[src/rtl/fp_wb_merge_arbiter_pkg.sv]
`default_nettype none
// ============================================================================
// Module   : fp_wb_merge_arbiter_pkg
// Brief    : Shared types and helpers for the FP intermediate writeback merge
//            arbiter: payload struct, GRS width, sticky collapse helpers.
// Revision : 1.0 - initial release
// ============================================================================
package fp_wb_merge_arbiter_pkg;

    localparam int GRS_WIDTH       = 8;
    localparam int FP_WB_MAX_UNITS = 8;

    typedef struct packed {
        logic [5:0]           id;
        logic [4:0]           rd;
        logic [4:0]           fflags;
        logic [2:0]           rm;
        logic [GRS_WIDTH-1:0] grs;
        logic [5:0]           clz;
        logic [5:0]           shift;
        logic [3:0]           flags;
    } fp_wb_payload_t;

    // Keep the top 'keep' GRS bits, fold every bit below them into one sticky
    // bit directly underneath, zero the rest. keep = GRS_WIDTH-1 is a plain copy.
    function automatic logic [GRS_WIDTH-1:0] fp_collapse_grs(
        input logic [GRS_WIDTH-1:0] grs,
        input int                   keep
    );
        logic [GRS_WIDTH-1:0] res;
        logic                 sticky;
        res    = '0;
        sticky = 1'b0;
        for (int i = 0; i < GRS_WIDTH; i++) begin
            sticky = sticky | grs[i];
            if (i > GRS_WIDTH - 1 - keep) begin
                res[i] = grs[i];
            end else if (i == GRS_WIDTH - 1 - keep) begin
                res[i] = sticky;
            end
        end
        return res;
    endfunction

    // Payload with only the GRS field narrowed; all other fields pass through.
    function automatic fp_wb_payload_t fp_collapse_payload(
        input fp_wb_payload_t p,
        input int             keep
    );
        fp_wb_payload_t r;
        r     = p;
        r.grs = fp_collapse_grs(p.grs, keep);
        return r;
    endfunction

endpackage
`default_nettype wire

[src/rtl/fp_wb_merge_arbiter_grant_sel.sv]
`default_nettype none
// ============================================================================
// Module   : fp_wb_merge_arbiter_grant_sel
// Brief    : Combinational one-hot grant selection. Fixed priority (highest
//            index wins, starved units override, lowest starved index first)
//            or round-robin starting at the pointer.
// Revision : 1.0 - initial release
// ============================================================================
module fp_wb_merge_arbiter_grant_sel #(
    parameter int NUM_UNITS = 2,
    parameter int ARB_RR    = 0,
    parameter int PTR_W     = 1
) (
    input  logic [NUM_UNITS-1:0] i_req,
    input  logic [PTR_W-1:0]     i_ptr,
    input  logic [NUM_UNITS-1:0] i_starved,
    output logic [NUM_UNITS-1:0] o_grant
);

    localparam logic [NUM_UNITS-1:0] c_one = {{(NUM_UNITS-1){1'b0}}, 1'b1};

    int w_idx;

    // Pick exactly one requester; later loop iterations override earlier ones
    always_comb begin
        o_grant = '0;
        w_idx   = 0;
        if (ARB_RR != 0) begin
            for (int k = NUM_UNITS - 1; k >= 0; k--) begin
                w_idx = (int'(i_ptr) + k) % NUM_UNITS;
                if ((i_req >> w_idx) & c_one) begin
                    o_grant = c_one << w_idx;
                end
            end
        end else if ((i_req & i_starved) != '0) begin
            for (int j = NUM_UNITS - 1; j >= 0; j--) begin
                if (i_req[j] & i_starved[j]) begin
                    o_grant = c_one << j;
                end
            end
        end else begin
            for (int j = 0; j < NUM_UNITS; j++) begin
                if (i_req[j]) begin
                    o_grant = c_one << j;
                end
            end
        end
    end

endmodule
`default_nettype wire

[src/rtl/fp_wb_merge_arbiter.sv]
`default_nettype none
// ============================================================================
// Module   : fp_wb_merge_arbiter
// Brief    : N-way merge of FP intermediate writeback streams into a single
//            registered output slot with per-unit GRS sticky collapse.
//            Optional anti-starvation ageing for fixed priority is enabled
//            by defining FP_WB_MERGE_AGE_EN.
// Revision : 1.0 - initial release
// ============================================================================
module fp_wb_merge_arbiter
    import fp_wb_merge_arbiter_pkg::*;
#(
    parameter int                            NUM_UNITS    = 2,
    parameter int                            ARB_RR       = 0,
    parameter logic [4*FP_WB_MAX_UNITS-1:0]  STICKY_KEEP  = 32'h7777_7732,
    parameter int                            STARVE_LIMIT = 15
) (
    input  logic                             clk,
    input  logic                             rst_n,
    input  logic [NUM_UNITS-1:0]             i_unit_done,
    input  fp_wb_payload_t [NUM_UNITS-1:0]   i_unit_wb,
    output logic [NUM_UNITS-1:0]             o_unit_ack,
    output logic                             o_wb_done,
    output fp_wb_payload_t                   o_wb,
    input  logic                             i_wb_ack
);

    localparam int PTR_W = (NUM_UNITS > 1) ? $clog2(NUM_UNITS) : 1;

    logic                  r_run;
    logic                  r_wb_done;
    fp_wb_payload_t        r_wb;
    logic [PTR_W-1:0]      r_ptr;
    logic [PTR_W-1:0]      w_ptr_nxt;
    logic                  w_free;
    logic [NUM_UNITS-1:0]  w_req;
    logic [NUM_UNITS-1:0]  w_grant;
    logic [NUM_UNITS-1:0]  w_starved;
    fp_wb_payload_t        w_mux;

    // Reset release takes effect on a clock edge so no grant races the release
    always_ff @(posedge clk or negedge rst_n) begin
        if (!rst_n) begin
            r_run <= 1'b0;
        end else begin
            r_run <= 1'b1;
        end
    end

    assign w_free = r_run & (~r_wb_done | i_wb_ack);
    assign w_req  = i_unit_done & {NUM_UNITS{w_free}};

    fp_wb_merge_arbiter_grant_sel #(
        .NUM_UNITS (NUM_UNITS),
        .ARB_RR    (ARB_RR),
        .PTR_W     (PTR_W)
    ) u_grant_sel (
        .i_req     (w_req),
        .i_ptr     (r_ptr),
        .i_starved (w_starved),
        .o_grant   (w_grant)
    );

    assign o_unit_ack = w_grant;

    // One-hot AND-OR payload mux over the sticky-collapsed unit payloads
    always_comb begin
        w_mux = '0;
        for (int i = 0; i < NUM_UNITS; i++) begin
            w_mux = w_mux | (fp_collapse_payload(i_unit_wb[i], int'(STICKY_KEEP[4*i +: 4]))
                             & {$bits(fp_wb_payload_t){w_grant[i]}});
        end
    end

    // Output slot: refill on grant, empty when consumed without a new grant
    always_ff @(posedge clk or negedge rst_n) begin
        if (!rst_n) begin
            r_wb_done <= 1'b0;
            r_wb      <= '0;
        end else if (w_free) begin
            r_wb_done <= |w_grant;
            if (|w_grant) begin
                r_wb <= w_mux;
            end
        end
    end

    assign o_wb_done = r_wb_done;
    assign o_wb      = r_wb;

    // Round-robin pointer moves just past the winner; held when nothing granted
    always_comb begin
        w_ptr_nxt = r_ptr;
        for (int i = 0; i < NUM_UNITS; i++) begin
            if (w_grant[i]) begin
                w_ptr_nxt = PTR_W'((i + 1) % NUM_UNITS);
            end
        end
    end

    // Pointer register (only consulted by the round-robin selector)
    always_ff @(posedge clk or negedge rst_n) begin
        if (!rst_n) begin
            r_ptr <= '0;
        end else begin
            r_ptr <= w_ptr_nxt;
        end
    end

`ifdef FP_WB_MERGE_AGE_EN
    localparam int CNT_W = $clog2(STARVE_LIMIT + 1);

    if (ARB_RR == 0) begin : g_age
        logic [NUM_UNITS-1:0][CNT_W-1:0] r_starve_cnt;

        // Count consecutive lost arbitrations; saturate at the limit
        always_ff @(posedge clk or negedge rst_n) begin
            if (!rst_n) begin
                r_starve_cnt <= '0;
            end else begin
                for (int i = 0; i < NUM_UNITS; i++) begin
                    if (!i_unit_done[i] || w_grant[i]) begin
                        r_starve_cnt[i] <= '0;
                    end else if (w_free && (r_starve_cnt[i] < CNT_W'(STARVE_LIMIT))) begin
                        r_starve_cnt[i] <= r_starve_cnt[i] + CNT_W'(1);
                    end
                end
            end
        end

        // A unit at the limit overrides plain fixed priority
        always_comb begin
            w_starved = '0;
            for (int i = 0; i < NUM_UNITS; i++) begin
                w_starved[i] = (r_starve_cnt[i] >= CNT_W'(STARVE_LIMIT));
            end
        end
    end else begin : g_no_age
        assign w_starved = '0;
    end
`else
    assign w_starved = '0;
`endif

endmodule
`default_nettype wire

[config.mk]
export PLATFORM = sky130hd
export DESIGN_NAME = fp_wb_merge_arbiter
export DESIGN_NICKNAME = d
export VERILOG_FILES = /design/src/rtl/fp_wb_merge_arbiter_pkg.sv /design/src/rtl/fp_wb_merge_arbiter_grant_sel.sv /design/src/rtl/fp_wb_merge_arbiter.sv
export SDC_FILE = /design/constraint.sdc
export NUM_CORES = 1
export LEC_CHECK = 0
export ABC_CLOCK_PERIOD_IN_PS = 1200
export CAP_MARGIN = 15
export CORE_MARGIN = 5
export CORE_UTILIZATION = 33
export CTS_CLUSTER_SIZE = 30
export DETAILED_ROUTE_END_ITERATION = 8
export PLACE_DENSITY_LB_ADDON = 0.2
export SLEW_MARGIN = 5
export SYNTH_ARGS = -nofsm -noshare
export SYNTH_HDL_FRONTEND = slang
export SYNTH_SLANG_ARGS = --single-unit
[constraint.sdc]
create_clock -name clk -period 1.2 [get_ports clk]
set_input_delay 0.3 -clock clk [delete_from_list [all_inputs] [get_ports clk]]
set_output_delay 0.3 -clock clk [all_outputs]
set_load 0.02 [all_outputs]
==> Flow_metrics.wiki, run 1 <==
{| class="wikitable"
! Metric !! Value
|-
| Outcome || complete, but fails checks
|-
| Highest cell delay on the worst timing path || 0.43 ns
|-
| Cell Pwr Density || 1180 nW/µm²
|-
| N_diodes || 0
|-
| Post-layout power || 4.62 mW
|-
| Area of the mapped netlist || 2150 µm²
|-
| Critical Path, Cell by Cell || nand2b_4 -> buf_6 -> o211ai_1 -> buf_4 -> buf_12 -> a221oi_4 -> nor2_1
|-
| Launch point of the worst reg-to-reg path || o_wb_done$_DFFE_PN0N_
|-
| Placer Congestion || 0.859
|-
| Number of input and output port buffers inserted || 132
|-
| Standby leakage power || 1.73 nW
|-
| Total buffers and inverters traversed by the critical path || 3
|-
| Launch instance of the worst min-delay path || i_wb_ack
|-
| Syn-to-layout area delta || 82.7%
|-
| Critical path type || flip-flop to flip-flop
|-
| Largest delay share family, worst path || buffers and inverters
|-
| Overall die area || 8230 µm²
|-
| Most area-consuming cells after synthesis || sky130_fd_sc_hd__dfrtp_1 48%, sky130_fd_sc_hd__a221oi_2 26%, sky130_fd_sc_hd__nor2_1 13%
|-
| WP data required || 1.38 ns
|-
| Vias in the first global route || 2121
|-
| Share of the synthesized area in the top cell type || 47.7%
|-
| Core Region || 6350 µm²
|-
| Total clock sinks || 41
|-
| Register bit total from synthesis || 41
|-
| Mean instance size in the synthesized netlist || 11.2 µm²
|-
| End of the worst hold path || o_wb_done$_DFFE_PN0N_
|-
| Count of max-cap constraint violations || 0
|-
| Setup repair after global routing missed its margin || true
|-
| Critical path data arrival time || 1.64 ns
|-
| Worst voltage drop across the vdd grid || 0.645 mV
|-
| DRC violations left || 0
|-
| Setup-violating endpoint count in the final report || 42
|-
| Initial Util || 33.9%
|-
| Number of distinct library cell variants in the gate-level netlist after synthesis || 19
|-
| Clock-pin transition on the worst setup and hold timing paths || 0.08 ns
|-
| Most frequent cells in the layout || 86 x sky130_fd_sc_hd__clkdlybuf4s50_1, 75 x sky130_fd_sc_hd__nor2_1, 40 x sky130_fd_sc_hd__dfrtp_1
|-
| Clock Skew || 0.00389 ns
|-
| Clock root cell || sky130_fd_sc_hd__clkbuf_8
|-
| Vias || 2039
|-
| Post-Route Hold Slack || 0.421 ns
|-
| Mean routed wirelength per cell || 18.1 µm
|-
| Remaining number of nets flagged by the antenna check after routing || 0
|-
| HPWL after detailed placement || 4.81 mm
|-
| Slowest stage cell, crit path || sky130_fd_sc_hd__dfrtp_2
|-
| Critical path startpoint || o_wb_done$_DFFE_PN0N_
|-
| Layout cell share with drive strength beyond 1 || 35.6%
|-
| Final critical-path required period || 1.47 ns
|-
| Worst-skew pair later-pin latency || 0.29 ns
|-
| Vias per cell || 4.85
|-
| Worst setup slack for register-to-register paths || -0.27 ns
|-
| Maximum achievable frequency || 0.681 GHz
|-
| Final #Nets || 434
|-
| Tightest Hold Check Type || input pin to flip-flop
|-
| Initial antenna violation count || 0
|-
| Cells on Worst Hold Path || 4
|-
| Total iterations of the first detailed-routing run || 4
|-
| Remaining global-route overflow || 0
|-
| Register-to-Register Path Depth || 7
|-
| Leading cell type in the layout, fill and taps excluded || sky130_fd_sc_hd__clkdlybuf4s50_1
|-
| Failing checks || negative setup slack
|-
| Pin count of the biggest net entering global routing || 42
|-
| Synthesis warning total || 0
|-
| Gate count of the mapped netlist || 192
|-
| Violation count after the first detailed-route iteration || 31
|-
| Final worst path period share || 122%
|-
| Die height || 90.7 µm
|-
| Routed wire length || 7.59 mm
|-
| Die outline width || 90.7 µm
|-
| Reg-to-reg endpoint || o_wb[26]$_DFFE_PN0P_
|-
| Number of placement rows || 29
|-
| Endpoint kind of the worst setup timing path || flip-flop
|-
| Maximum fanout along the worst path || 5
|-
| Kind of start point of the critical path || flip-flop
|-
| Worst-case setup margin in the final layout || -0.269 ns
|-
| H-tree levels || 2
|-
| Final Hold Fails || 0
|-
| First-pass GRT wire length || 11.2 mm
|-
| Register area share after synthesis || 47.7%
|-
| Number of max-slew violations in the final report || 0
|-
| Boundary pin count || 137
|-
| CTS Buffer Depth || 2
|-
| TritonCTS Buffers || 5
|-
| GRT Total Usage || 16.9%
|-
| Area leader, netlist || sky130_fd_sc_hd__dfrtp_1
|-
| Clock tree from TritonCTS || built
|}
## cells in the mapped netlist (all sizes together)
master   n
buf     20
or4      2
o211ai   1
nand2b   1
a21oi    2
a221oi  37
o21ai    1
and4b    1
conb     2
and3     1
o211a    1
o31ai    1
clkbuf   1
nand2    5
dfrtp   41
nor2    75
## worst reg2reg max path: stages, from the launching register on
cell,delay [ns]
sky130_fd_sc_hd__dfrtp_2,0.43
sky130_fd_sc_hd__nand2b_4,0.09
sky130_fd_sc_hd__buf_6,0.10
sky130_fd_sc_hd__o211ai_1,0.11
sky130_fd_sc_hd__buf_4,0.20
sky130_fd_sc_hd__buf_12,0.15
sky130_fd_sc_hd__a221oi_4,0.19
sky130_fd_sc_hd__nor2_1,0.09
## routing by layer
| metal | part of all wire (%) | track usage [%] | wire length [µm] | vias to the layer above |
|---|---|---|---|---|
| met5 | 0 | 0 | 0 | - |
| met4 | 1.7 | 5.46 | 128 | 0 |
| met3 | 8.1 | 6.33 | 616 | 12 |
| met2 | 50 | 28.4 | 3790 | 86 |
| met1 | 40 | 19.8 | 3060 | 957 |
| li1 | - | - | - | 984 |
## registers in the layout, indices dropped and copies added, names as in the netlist
name and count:
o_wb 39, o_wb_done 1, r_run 1
## cells by family (layout without fill, tap and decap cells)
kind of cell / after synthesis / in the layout / share of synthesized area [%]
simple gates: 85 / 85 / 16.5
compound gates: 43 / 43 / 27.7
flops: 41 / 41 / 47.7
buf+inv: 21 / 169 / 7.74
other cells: 2 / 5 / 0.349
## worst max path at each step
stage | end | slack [ns] | cells after the start
final | o_wb[26]$_DFFE_PN0P_ | -0.27 | 7
after global routing | o_wb[26]$_DFFE_PN0P_ | -0.33 | 7
after CTS | o_unit_ack[0] | -0.27 | 3
after detailed placement | o_unit_ack[0] | -0.85 | 4
after global placement | o_unit_ack[0] | -0.83 | 4
after floorplan | o_wb[22]$_DFFE_PN0P_ | -0.15 | 6
## area by class of cell
type                            instances  area (µm²)
Tap cell                               77        96.3
Fill cell                             559        2420
Sequential cell                        41        1030
Multi-Input combinational cell        133        1050
Clock buffer                            7        86.3
Timing Repair Buffer                  162        1670
## timing repair
item,in CTS,in global routing
gates cloned,3,6
pin swaps,3,9
hold buffers,1,0
buffers inserted,5,1
endpoints found under the hold margin,41,0
gates resized for setup,194,20
endpoints found under the setup margin,81,42
## power by group
group	leakage, nW	internal, mW	total [mW]	switching (mW)
sequential	0.483	1.65	1.79	0.137
combinational	1.21	0.917	1.91	0.990
clock	0.0443	0.457	0.927	0.470
total	1.73	3.02	4.62	1.60
## per-stage QoR
| step | cells | util [%] | instance area [µm²] | TNS [ns] | setup WS, ns |
|---|---|---|---|---|---|
| 2_1_floorplan | 195 | - | 2180 | -5.30 | -0.149 |
| 3_3_place_gp | 398 | 56.0 | 3560 | -28.95 | -0.833 |
| 3_5_place_dp | 398 | 56.0 | 3560 | -30.40 | -0.855 |
| 4_1_cts | 414 | 57.8 | 3670 | -8.66 | -0.269 |
| 5_1_grt | 420 | 61.8 | 3930 | -11.61 | -0.333 |
| 6_report | 420 | 61.8 | 3930 | -8.87 | -0.269 |
Note: power is estimated with default switching activity, not from simulation.
==> inputs of run 2 (changes only) <==
Settings changed: CELL_PAD_IN_SITES_DETAIL_PLACEMENT from default to 0, CELL_PAD_IN_SITES_GLOBAL_PLACEMENT from default to 1, CORE_UTILIZATION 33 to 23, MAX_ROUTING_LAYER from default to met4, SYNTH_HIERARCHICAL from default to 1.
==> Flow_metrics.wiki, run 2 <==
{| class="wikitable"
! Metric !! Value
|-
| H-tree levels || 2
|-
| Final Hold Fails || 0
|-
| Tightest Hold Check Type || flip-flop to flip-flop
|-
| GRT Total Usage || 13.4%
|-
| HPWL after detailed placement || 5.10 mm
|-
| Critical Path, Cell by Cell || inv_4 -> o21a_1 -> and2_4 -> a21boi_4 -> buf_8 -> o221ai_4 -> buf_12 -> a32o_1
|-
| Standby leakage power || 1.48 nW
|-
| Overall die area || 10300 µm²
|-
| Leading cell type in the layout, fill and taps excluded || sky130_fd_sc_hd__clkdlybuf4s50_1
|-
| Vias || 1916
|-
| CTS Buffer Depth || 2
|-
| Largest delay share family, worst path || compound AO/OA/AOI/OAI gates
|-
| Final design instance area without fill || 3490 µm²
|-
| First-pass GRT wire length || 10.6 mm
|-
| Worst-case setup margin in the final layout || -0.624 ns
|-
| Core Region || 8180 µm²
|-
| Cell Pwr Density || 1440 nW/µm²
|-
| Final worst path period share || 152%
|-
| Kind of start point of the critical path || flip-flop
|-
| Die height || 102 µm
|-
| Initial antenna violation count || 0
|-
| Clock-pin transition on the worst setup and hold timing paths || 0.08 ns
|-
| Number of input and output port buffers inserted || 132
|-
| Failing checks || negative setup slack
|-
| Filler Cell Count || 820
|-
| Routed wire length || 6.56 mm
|-
| N_diodes || 0
|-
| Syn-to-layout area delta || 81.1%
|-
| Mean routed wirelength per cell || 15.8 µm
|-
| Pin count of the biggest net entering global routing || 42
|-
| Critical path data arrival time || 1.99 ns
|-
| Remaining number of nets flagged by the antenna check after routing || 0
|-
| WP data required || 1.37 ns
|-
| Slowest stage cell, crit path || sky130_fd_sc_hd__dfrtp_2
|-
| Most frequent cells in the layout || 88 x sky130_fd_sc_hd__clkdlybuf4s50_1, 40 x sky130_fd_sc_hd__buf_2, 40 x sky130_fd_sc_hd__dfrtp_1
|-
| Instance area at placement || 3520 µm²
|-
| Boundary pin count || 137
|-
| Setup repair after global routing missed its margin || true
|-
| Number of max-slew violations in the final report || 0
|-
| Worst-skew pair later-pin latency || 0.28 ns
|-
| Remaining global-route overflow || 0
|-
| Critical path type || flip-flop to flip-flop
|-
| Clock Skew || 0.00748 ns
|-
| Initial Util || 23.6%
|-
| Gate count of the mapped netlist || 156
|-
| Flip-flop count of the largest register after layout || 39
|-
| Synthesis warning total || 6
|-
| Outcome || complete, but fails checks
|-
| Top routing layer in use || met4
|-
| DRC violations left || 0
|-
| Routed wl met3 || 462 µm
|-
| Met1 Routed Length || 2.77 mm
|-
| Total buffers and inverters traversed by the critical path || 3
|-
| Maximum fanout along the worst path || 18
|-
| Critical path startpoint || o_wb_done$_DFFE_PN0N_
|-
| Maximum achievable frequency || 0.548 GHz
|-
| Clock root cell || sky130_fd_sc_hd__clkbuf_8
|-
| Count of max-cap constraint violations || 0
|-
| Launch instance of the worst min-delay path || o_wb[30]$_DFFE_PN0P_
|-
| Detailed route wirelength on metal2 || 3.31 mm
|-
| Mean instance size in the synthesized netlist || 12.4 µm²
|-
| Die outline width || 102 µm
|-
| Area of the mapped netlist || 1930 µm²
|-
| TritonCTS Buffers || 5
|-
| Number of placement rows || 33
|-
| Total iterations of the first detailed-routing run || 3
|-
| Clock tree from TritonCTS || built
|-
| Setup-violating endpoint count in the final report || 43
|-
| Endpoint kind of the worst setup timing path || flip-flop
|-
| Total clock sinks || 41
|-
| Final critical-path required period || 1.82 ns
|-
| Worst voltage drop across the vdd grid || 0.505 mV
|-
| Layout cell share with drive strength beyond 1 || 27.3%
|-
| Vias in the first global route || 2158
|-
| Final #Nets || 401
|-
| Launch point of the worst reg-to-reg path || o_wb_done$_DFFE_PN0N_
|-
| Vias per cell || 4.61
|-
| Violation count after the first detailed-route iteration || 64
|-
| Final-layout setup total negative slack || -23.73 ns
|-
| Placer Congestion || 0.731
|-
| Highest cell delay on the worst timing path || 0.43 ns
|}
[run 2: changes by cell type in the layout (fill, tap and decap cells not counted), sizes merged, moves of 3 or more]
| cell | change |
|---|---|
| a221oi | -37 |
| a22oi | +37 |
| buf | +5 |
| clkbuf | -5 |
| nand2 | -3 |
| nor2 | -74 |
| o2bb2ai | +37 |
[run 2: path summary, 6_finish.rpt]
path	end	cells past startpoint	slack, ns
min reg2reg	o_wb[30]$_DFFE_PN0P_	1	0.48
min in group asynchronous	o_wb[33]$_DFFE_PN0P_	3	0.51
min	o_wb[30]$_DFFE_PN0P_	1	0.48
max	o_wb[20]$_DFFE_PN0P_	8	-0.62
max in group asynchronous	o_wb_done$_DFFE_PN0N_	3	0.46
max reg2reg	o_wb[20]$_DFFE_PN0P_	8	-0.62
[run 2: power by group]
part	switching [mW]	total [mW]	internal, mW
clock	0.450	0.920	0.469
sequential	0.192	1.95	1.76
combinational	1.11	2.17	1.06
total	1.76	5.04	3.29
[run 2: layout make-up]
cell class	count	area, µm²	area share [%]
multi-input combinational	98	796	22.8
inverter	2	10.0	0.287
sequential	41	1030	29.4
timing repair buffer	162	1440	41.2
tap	105	131	3.76
clock buffer	8	90.1	2.58
[run 2: worst register-to-register path, cell delays in order, from the launching register on]
cell and delay (ns):
sky130_fd_sc_hd__dfrtp_2 0.43, sky130_fd_sc_hd__inv_4 0.05, sky130_fd_sc_hd__o21a_1 0.16, sky130_fd_sc_hd__and2_4 0.18, sky130_fd_sc_hd__a21boi_4 0.22, sky130_fd_sc_hd__buf_8 0.16, sky130_fd_sc_hd__o221ai_4 0.13, sky130_fd_sc_hd__buf_12 0.17
sky130_fd_sc_hd__a32o_1 0.21
[run 2: through the flow]
step | hold slack (ns) | std cells | setup WS (ns) | utilization (%) | power (mW)
after floorplan | 0.00441 | 161 | -0.657 | - | 3.06
after global placement | 0.289 | 403 | -0.996 | 43.0 | 4.50
after detailed placement | 0.292 | 403 | -1.06 | 43.0 | 4.52
after CTS | 0.490 | 415 | -0.625 | 42.6 | 5.13
after global routing | 0.508 | 416 | -0.699 | 42.7 | 5.36
final | 0.483 | 416 | -0.624 | 42.7 | 5.04
[run 2: per-layer routing]
layer  vias up  global-route usage [%]
met1       921                    16.3
met2        74                    22.4
li1        919                       -
met5         -                       -
met3         2                    3.44
met4         0                    3.07
[run 2: repair_timing]
item,in CTS,in global routing
hold buffers,1,0
setup buffers,3,1
hold endpoints to repair,41,0
pin swaps,1,2
endpoints found under the setup margin,82,44
gates resized for setup,176,5
